--- src/rtl/crc8_frame_ctrl_pkg.sv ---
`default_nettype none
// ============================================================================
// Package : crc8_ctrl_pkg
// Brief   : Shared types and constants for the crc8 frame sequencer.
// Rev     : 1.0  initial release
// ============================================================================
package crc8_ctrl_pkg;

  // Bits serialised per byte; fixed by the byte-wide input interface.
  localparam int BITS_PER_BYTE = 8;

  // Width of the in-byte bit counter (indexes 0..BITS_PER_BYTE-1).
  localparam int BIT_CNT_W = 3;

  // Sequencer states.
  typedef enum logic [2:0] {
    ST_IDLE      = 3'd0,
    ST_CLEAR     = 3'd1,
    ST_WAIT_BYTE = 3'd2,
    ST_SHIFT     = 3'd3,
    ST_SETTLE    = 3'd4,
    ST_DONE      = 3'd5
  } state_t;

endpackage : crc8_ctrl_pkg
`default_nettype wire

--- src/rtl/crc8_frame_ctrl_if.sv ---
`default_nettype none
// ============================================================================
// Interface : crc8_frame_ctrl_if
// Brief     : Valid/ready byte stream feeding the crc8 frame sequencer.
// Rev       : 1.0  initial release
// ============================================================================
interface crc8_frame_ctrl_if;

  logic [7:0] byte_in;
  logic       byte_valid;
  logic       byte_ready;

  // Byte source side.
  modport master (
    output byte_in,
    output byte_valid,
    input  byte_ready
  );

  // Sequencer side.
  modport slave (
    input  byte_in,
    input  byte_valid,
    output byte_ready
  );

endinterface : crc8_frame_ctrl_if
`default_nettype wire

--- src/rtl/crc8_frame_ctrl_serializer.sv ---
`default_nettype none
// ============================================================================
// Module : crc8_byte_serializer
// Brief  : Holds one byte and presents it LSB-first, one bit per shift.
// Rev    : 1.0  initial release
// ============================================================================
module crc8_byte_serializer
  import crc8_ctrl_pkg::*;
(
  input  logic       clk,
  input  logic       rst_n,
  input  logic       i_load,
  input  logic [7:0] i_data,
  input  logic       i_shift,
  output logic       o_bit,
  output logic       o_last_bit
);

  logic [BITS_PER_BYTE-1:0] r_sreg;
  logic [BIT_CNT_W-1:0]     r_bit_cnt;

  // Load a new byte with the index at bit 0; advance the index on each shift.
  // The index wraps to 0 after the last bit, ready for the next load.
  always_ff @(posedge clk or negedge rst_n) begin
    if (!rst_n) begin
      r_sreg    <= '0;
      r_bit_cnt <= '0;
    end else if (i_load) begin
      r_sreg    <= i_data;
      r_bit_cnt <= '0;
    end else if (i_shift) begin
      r_bit_cnt <= r_bit_cnt + 1'b1;
    end
  end

  assign o_bit      = r_sreg[r_bit_cnt];
  assign o_last_bit = (r_bit_cnt == BIT_CNT_W'(BITS_PER_BYTE - 1));

endmodule : crc8_byte_serializer
`default_nettype wire

--- src/rtl/crc8_frame_ctrl.sv ---
`default_nettype none
// ============================================================================
// Module : crc8_frame_ctrl
// Brief  : Frame sequencer for an external bit-serial crc8 engine. Clears the
//          engine, serialises N bytes LSB-first, then captures the result.
// Rev    : 1.0  initial release
// ============================================================================
module crc8_frame_ctrl
  import crc8_ctrl_pkg::*;
#(
  parameter int LEN_W = 8
) (
  input  logic             clk,
  input  logic             rst_n,
  input  logic             i_start,
  input  logic [LEN_W-1:0] i_frame_len,
  input  logic             i_abort,
  crc8_frame_ctrl_if.slave byte_if,
  output logic             o_crc_clr,
  output logic             o_crc_bit,
  output logic             o_crc_shift,
  input  logic [7:0]       i_crc_result,
  output logic             o_busy,
  output logic             o_done,
  output logic [7:0]       o_crc_out,
  output logic             o_err
);

  state_t           r_state;
  logic [LEN_W-1:0] r_remaining;
  logic             r_byte_ready;
  logic             r_crc_clr;
  logic             r_crc_shift;
  logic             r_busy;
  logic             r_done;
  logic [7:0]       r_crc_out;
  logic             r_err;

  logic w_handshake;
  logic w_load;
  logic w_ser_bit;
  logic w_last_bit;

  // Ready is only ever high in WAIT_BYTE, so the handshake implies that state.
  // An abort in the same cycle drops the byte.
  assign w_handshake = byte_if.byte_valid & r_byte_ready;
  assign w_load      = w_handshake & ~i_abort;

  crc8_byte_serializer u_ser (
    .clk        (clk),
    .rst_n      (rst_n),
    .i_load     (w_load),
    .i_data     (byte_if.byte_in),
    .i_shift    (r_state == ST_SHIFT),
    .o_bit      (w_ser_bit),
    .o_last_bit (w_last_bit)
  );

  // Sequencer: outputs are registered alongside the state they belong to.
  always_ff @(posedge clk or negedge rst_n) begin
    if (!rst_n) begin
      r_state      <= ST_IDLE;
      r_remaining  <= '0;
      r_byte_ready <= 1'b0;
      r_crc_clr    <= 1'b0;
      r_crc_shift  <= 1'b0;
      r_busy       <= 1'b0;
      r_done       <= 1'b0;
      r_crc_out    <= 8'h00;
      r_err        <= 1'b0;
    end else begin
      r_crc_clr <= 1'b0;
      r_done    <= 1'b0;
      r_err     <= 1'b0;
      if (i_abort && (r_state != ST_IDLE)) begin
        // Abort wins over every transition; the engine is cleared on the way out.
        r_state      <= ST_IDLE;
        r_crc_clr    <= 1'b1;
        r_byte_ready <= 1'b0;
        r_crc_shift  <= 1'b0;
        r_busy       <= 1'b0;
      end else begin
        case (r_state)
          ST_IDLE: begin
            if (i_start) begin
              if (i_frame_len != '0) begin
                r_remaining <= i_frame_len;
                r_state     <= ST_CLEAR;
                r_crc_clr   <= 1'b1;
                r_busy      <= 1'b1;
              end else begin
                r_err <= 1'b1;
              end
            end
          end
          ST_CLEAR: begin
            r_state      <= ST_WAIT_BYTE;
            r_byte_ready <= 1'b1;
          end
          ST_WAIT_BYTE: begin
            if (w_handshake) begin
              r_state      <= ST_SHIFT;
              r_byte_ready <= 1'b0;
              r_crc_shift  <= 1'b1;
            end
          end
          ST_SHIFT: begin
            if (w_last_bit) begin
              r_remaining <= r_remaining - 1'b1;
              r_crc_shift <= 1'b0;
              if (r_remaining == LEN_W'(1)) begin
                r_state <= ST_SETTLE;
              end else begin
                r_state      <= ST_WAIT_BYTE;
                r_byte_ready <= 1'b1;
              end
            end
          end
          ST_SETTLE: begin
            // Engine result reflects the final shift by now; capture it so
            // crc_out and done appear together.
            r_state   <= ST_DONE;
            r_crc_out <= i_crc_result;
            r_done    <= 1'b1;
          end
          ST_DONE: begin
            r_state <= ST_IDLE;
            r_busy  <= 1'b0;
          end
          default: begin
            r_state      <= ST_IDLE;
            r_byte_ready <= 1'b0;
            r_crc_shift  <= 1'b0;
            r_busy       <= 1'b0;
          end
        endcase
      end
    end
  end

  assign byte_if.byte_ready = r_byte_ready;
  assign o_crc_clr          = r_crc_clr;
  assign o_crc_shift        = r_crc_shift;
  // Gate the data bit so it reads 0 whenever no shift is in progress.
  assign o_crc_bit          = r_crc_shift & w_ser_bit;
  assign o_busy             = r_busy;
  assign o_done             = r_done;
  assign o_crc_out          = r_crc_out;
  assign o_err              = r_err;

endmodule : crc8_frame_ctrl
`default_nettype wire

--- src/flat_wrapper.sv ---
// flat-port wrapper written by rule: the top's interface ports become plain ports
module crc8_frame_ctrl_flat import crc8_ctrl_pkg::*;
#(
  parameter int LEN_W = 8
)
  (clk, rst_n, i_start, i_frame_len, i_abort, o_crc_clr, o_crc_bit, o_crc_shift, i_crc_result, o_busy, o_done, o_crc_out, o_err, byte_if_byte_in, byte_if_byte_valid, byte_if_byte_ready);
  crc8_frame_ctrl_if byte_if_i ();
  input  logic clk;
  input  logic rst_n;
  input  logic i_start;
  input  logic [LEN_W-1:0] i_frame_len;
  input  logic i_abort;
  output logic o_crc_clr;
  output logic o_crc_bit;
  output logic o_crc_shift;
  input  logic [7:0] i_crc_result;
  output logic o_busy;
  output logic o_done;
  output logic [7:0] o_crc_out;
  output logic o_err;
  input wire logic [$bits(byte_if_i.byte_in)-1:0] byte_if_byte_in;
  input wire logic [$bits(byte_if_i.byte_valid)-1:0] byte_if_byte_valid;
  output wire logic [$bits(byte_if_i.byte_ready)-1:0] byte_if_byte_ready;
  assign byte_if_i.byte_in = byte_if_byte_in;
  assign byte_if_i.byte_valid = byte_if_byte_valid;
  assign byte_if_byte_ready = byte_if_i.byte_ready;
  crc8_frame_ctrl #(.LEN_W(LEN_W)) u_core (.clk(clk), .rst_n(rst_n), .i_start(i_start), .i_frame_len(i_frame_len), .i_abort(i_abort), .byte_if(byte_if_i), .o_crc_clr(o_crc_clr), .o_crc_bit(o_crc_bit), .o_crc_shift(o_crc_shift), .i_crc_result(i_crc_result), .o_busy(o_busy), .o_done(o_done), .o_crc_out(o_crc_out), .o_err(o_err));
endmodule
--- config.mk ---
export PLATFORM = sky130hd
export DESIGN_NAME = crc8_frame_ctrl_flat
export DESIGN_NICKNAME = d
export VERILOG_FILES = /design/src/rtl/crc8_frame_ctrl_pkg.sv /design/src/rtl/crc8_frame_ctrl_if.sv /design/src/rtl/crc8_frame_ctrl_serializer.sv /design/src/rtl/crc8_frame_ctrl.sv /design/src/flat_wrapper.sv
export SDC_FILE = /design/constraint.sdc
export NUM_CORES = 1
export LEC_CHECK = 0
export CORE_MARGIN = 1.5
export CORE_UTILIZATION = 50
export DETAILED_ROUTE_END_ITERATION = 10
export PLACE_DENSITY = 0.8
export SETUP_SLACK_MARGIN = 0.3
export SYNTH_ARGS = -nofsm -noshare
export SYNTH_HDL_FRONTEND = slang
export SYNTH_SLANG_ARGS = --single-unit
export TNS_END_PERCENT = 5
--- constraint.sdc ---
create_clock -name clk -period 4.58 [get_ports clk]
set_clock_uncertainty 0.15 [all_clocks]
set_input_delay 0.916 -clock clk [delete_from_list [all_inputs] [get_ports clk]]
set_output_delay 0.916 -clock clk [all_outputs]
set_load 0.02 [all_outputs]
==> run summary <==
The net count of the finished layout is 244. In the finished design, the share of the clock period the worst path needs comes to 67.4%. The total overflow left after global routing is 0. The antenna diode count was 0; the minimum clock period after layout was 3.08 ns. The net count after synthesis was 202; the setup violation total in the final timing report was 0. The maximum single-stage delay on the critical path is 0.54 ns. Data on the critical path arrives at its endpoint at 2.02 ns. After detailed routing, the number of vias per cell comes to 5.87. The setup total negative slack came out at 0 ns. Counting every sink on the clock net gives 36. In the global route stage, overall resource usage came out at 21.8%.

At the later pin of the worst-skew pair, clock insertion delay measures 0.29 ns. The share of total power dissipated in combinational logic is 35.0%. Summed over its instances, the top area cell type makes up 48.7% of the synthesized netlist area.

After clock tree synthesis, the clock-pin slew on the worst setup and hold paths is 0.06 ns. The run gives 195 as the count of routing violations after the opening detailed-route iteration. The run finished with clean final reports.

In this run the tool buffered the top-level ports with 43 buffer cells. For the post-DP HPWL, the log shows 2950 um. In the synthesized netlist, the number of instances is 169. The number of enable-type register cells in the synthesized netlist was 0; the number of buffers on the longest clock path was 2. TritonCTS built the clock tree. The aggregate routed wire length was 4010 um. The critical path is of the reg -> out type. The run gives 4070 sq um as the die footprint. The first global-routing pass estimated 6770 um of wire. The routed layout has 1508 vias.

In this run, flip-flops and latches consume 44.9% of the power. Hold buffer count at CTS: 0. The height of the die came out at 63.8 um. Internal power comes to 0.786 mW. The summed instance area of the synthesized netlist is 1850 sq um. The logs give 21 for the floorplan row count and 48.7% for the share of synthesized area occupied by flip-flops and latches. The count of nets left with antenna violations once routing finished came out at 0.

Yosys instantiated no cell more often than dfrtp_1. At the worst endpoint, the required time is 3.51 ns. Summed over all cells, the static leakage comes to 1.01 nW. The run gives 53.7% as the starting utilization of the core area. The synthesized netlist contains 47 unique library cells. In this run, CTS created clock tree buffers numbering 5. Of the cells placed in the final design, the portion with a size suffix greater than 1 is 15.2%.

After synthesis, the cell types taking the most area are dfrtp_1, mux2_2, nand2_1, ha_1, mux4_2. The via count of the first global-routing pass is 1479, and the buffer count from post-CTS setup fixing is 0. For this run, the leading register cell type out of synthesis is dfrtp_1.

Net switching is 34.9% of the power. The slowest stage cell on the critical path is mux4_2. The worst setup path is launched from a flip-flop.

In this run the worst path has a maximum fanout of 4. The tools report the final-report hold violation count as 0. The number of max-slew violations in the final report was 0; the maximum resistive drop on vdd was 0.000305 V. Worst hold path class: reg -> reg. During synthesis, Yosys emitted a total of 0 warnings. The tools report the number of top-level pins as 44. The clock network burns 20.1% of the power. Headroom to the max-slew limit came out at 30.3%. The total of flip-flops plus latches after synthesis came out at 36. Based on the critical path, the design can be clocked at up to 0.324 GHz.

Counting flops with an async set or reset pin after synthesis yields a share of 100%. The endpoint kind of the worst setup timing path was an output pin. Walking the worst path, the cells encountered are mux4_2, mux2i_1, nor2b_1, clkdlybuf4s50_1.

At the end of routability-driven placement, the weighted congestion stood at 0.916. Once the clock tree was built, the resizer swapped 0 gates to a different size. The die width was 63.8 um. The area growth from synthesis to layout is 30.0%. Setup repair after global routing left no endpoint under its margin. dfrtp_1 takes more of the synthesized area than any other cell.

For the initial antenna violation count, the log shows 0. In this run the power density over the cells is 503 nW/um^2. By count the netlist is led by dfrtp_1, mux2_2, nand2_1. The average instance in the mapped netlist occupies 10.9 sq um. The total area inside the core boundary comes to 3440 sq um. The number of non-filler instances in the completed layout was 257; the average detailed-routed wire length per instance was 15.6 um.

The root buffer cell was clkbuf_8. The largest net degree at the start of global routing was 37; the actual transition at the worst max-transition pin was 1.04 ns. The number of remaining DRC errors is 0, and the H-tree depth is 2. For the number of iterations in the first detailed-routing pass, the log shows 4.

Total instance count after detailed placement: 250. In this run the power spent charging and discharging nets is 0.422 mW. The tool flagged a number of max-cap violations equal to 0.
## layer usage
layer / GRT usage (%) / up-vias / part of all wire, % / routed length, um
met1: 27.2 / 721 / 42 / 1670
met5: 0 / - / 0 / 0
met2: 34.5 / 67 / 50 / 2000
met3: 6.51 / 9 / 6.2 / 249
li1: - / 711 / - / -
met4: 10.3 / 0 / 2.4 / 95
## critical path: cells and delay by family, from the launching register on
family,cells,cell delay (ns)
DFF,1,0.46
buffers and inverters,1,0.53
and+or+nand+nor,1,0.07
muxes,2,0.68
## through the flow
stage / hold WS [ns] / util, % / setup WS (ns) / instance area [sq um] / power [mW]
final: 0.358 / 69.8 / 1.50 / 2400 / 1.21
after global routing: 0.373 / 69.8 / 1.34 / 2400 / 1.29
after CTS: 0.361 / 69.8 / 1.46 / 2400 / 1.21
after detailed placement: 0.346 / 67.0 / 1.47 / 2310 / 0.968
after global placement: 0.335 / 67.0 / 1.60 / 2310 / 0.946
after floorplan: 0.308 / - / 2.13 / 1850 / 0.828
## final timing paths
check | start | endpoint | slack, ns | cells past startpoint
setup / recovery | u_core.u_ser.r_bit_cnt[0]$_DFFE_PN0P_ | o_crc_bit | 1.50 | 4
hold / removal | u_core.o_crc_out[5]$_DFFE_PN0P_ | u_core.o_crc_out[5]$_DFFE_PN0P_ | 0.36 | 1
setup reg to reg | u_core.r_state[0]$_DFFE_PN0P_ | u_core.o_crc_out[0]$_DFFE_PN0P_ | 2.34 | 2
hold reg to reg | u_core.o_crc_out[5]$_DFFE_PN0P_ | u_core.o_crc_out[5]$_DFFE_PN0P_ | 0.36 | 1
max in group asynchronous | rst_n | u_core.byte_if.byte_ready$_DFFE_PN0P_ | 3.07 | 2
min in group asynchronous | rst_n | u_core.o_crc_out[6]$_DFFE_PN0P_ | 0.89 | 2
## cell type report
| class | instances | area (sq um) |
|---|---|---|
| clock buffer | 7 | 96.3 |
| fill | 252 | 1040 |
| inverter | 6 | 22.5 |
| multi-input combinational | 118 | 887 |
| sequential | 36 | 901 |
| tap | 46 | 57.6 |
| timing repair buffer | 44 | 438 |
## cells by family after synthesis
group           after synthesis  synth area share [%]
mux                          21                  14.1
xor+xnor                      1                 0.474
compound gates               43                  16.5
flops                        36                  48.7
simple gates                 49                  13.9
buf+inv                      15                  3.59
fa+ha+maj                     4                  2.71
## power groups by stage
stage	clock network, mW	logic, mW	registers (mW)
6_report	0.243	0.422	0.542
5_1_grt	0.263	0.469	0.560
4_1_cts	0.247	0.425	0.540
3_5_place_dp	0	0.422	0.546
3_3_place_gp	0	0.408	0.538
2_1_floorplan	0	0.312	0.517
## cell usage in the layout (no fill, tap or decap), types with 2 or more instances in the layout
cell type        count
a21oi_1              7
a22oi_1              4
a2bb2oi_1            3
clkbuf_8             7
clkdlybuf4s50_1     43
dfrtp_1             36
ha_1                 4
inv_1                6
mux2_2              17
mux4_2               2
nand2_1             16
nand2b_1             2
nand3_1              2
nor2_1              10
nor2b_1              2
nor3_1               3
nor4_1               3
o211ai_1             2
o21ai_0              8
o221ai_1             3
o22ai_1              4
o2bb2ai_1            2
or3_1                2
## sequential cells by signal (all words and copies together) (netlist names), 3 cells and up
| signal | flops |
|---|---|
| u_core.u_ser.r_sreg | 8 |
| u_core.u_ser.r_bit_cnt | 3 |
| u_core.r_state | 3 |
| u_core.r_remaining | 8 |
| u_core.o_crc_out | 8 |
No activity file was read; power rests on OpenSTA's default activity.
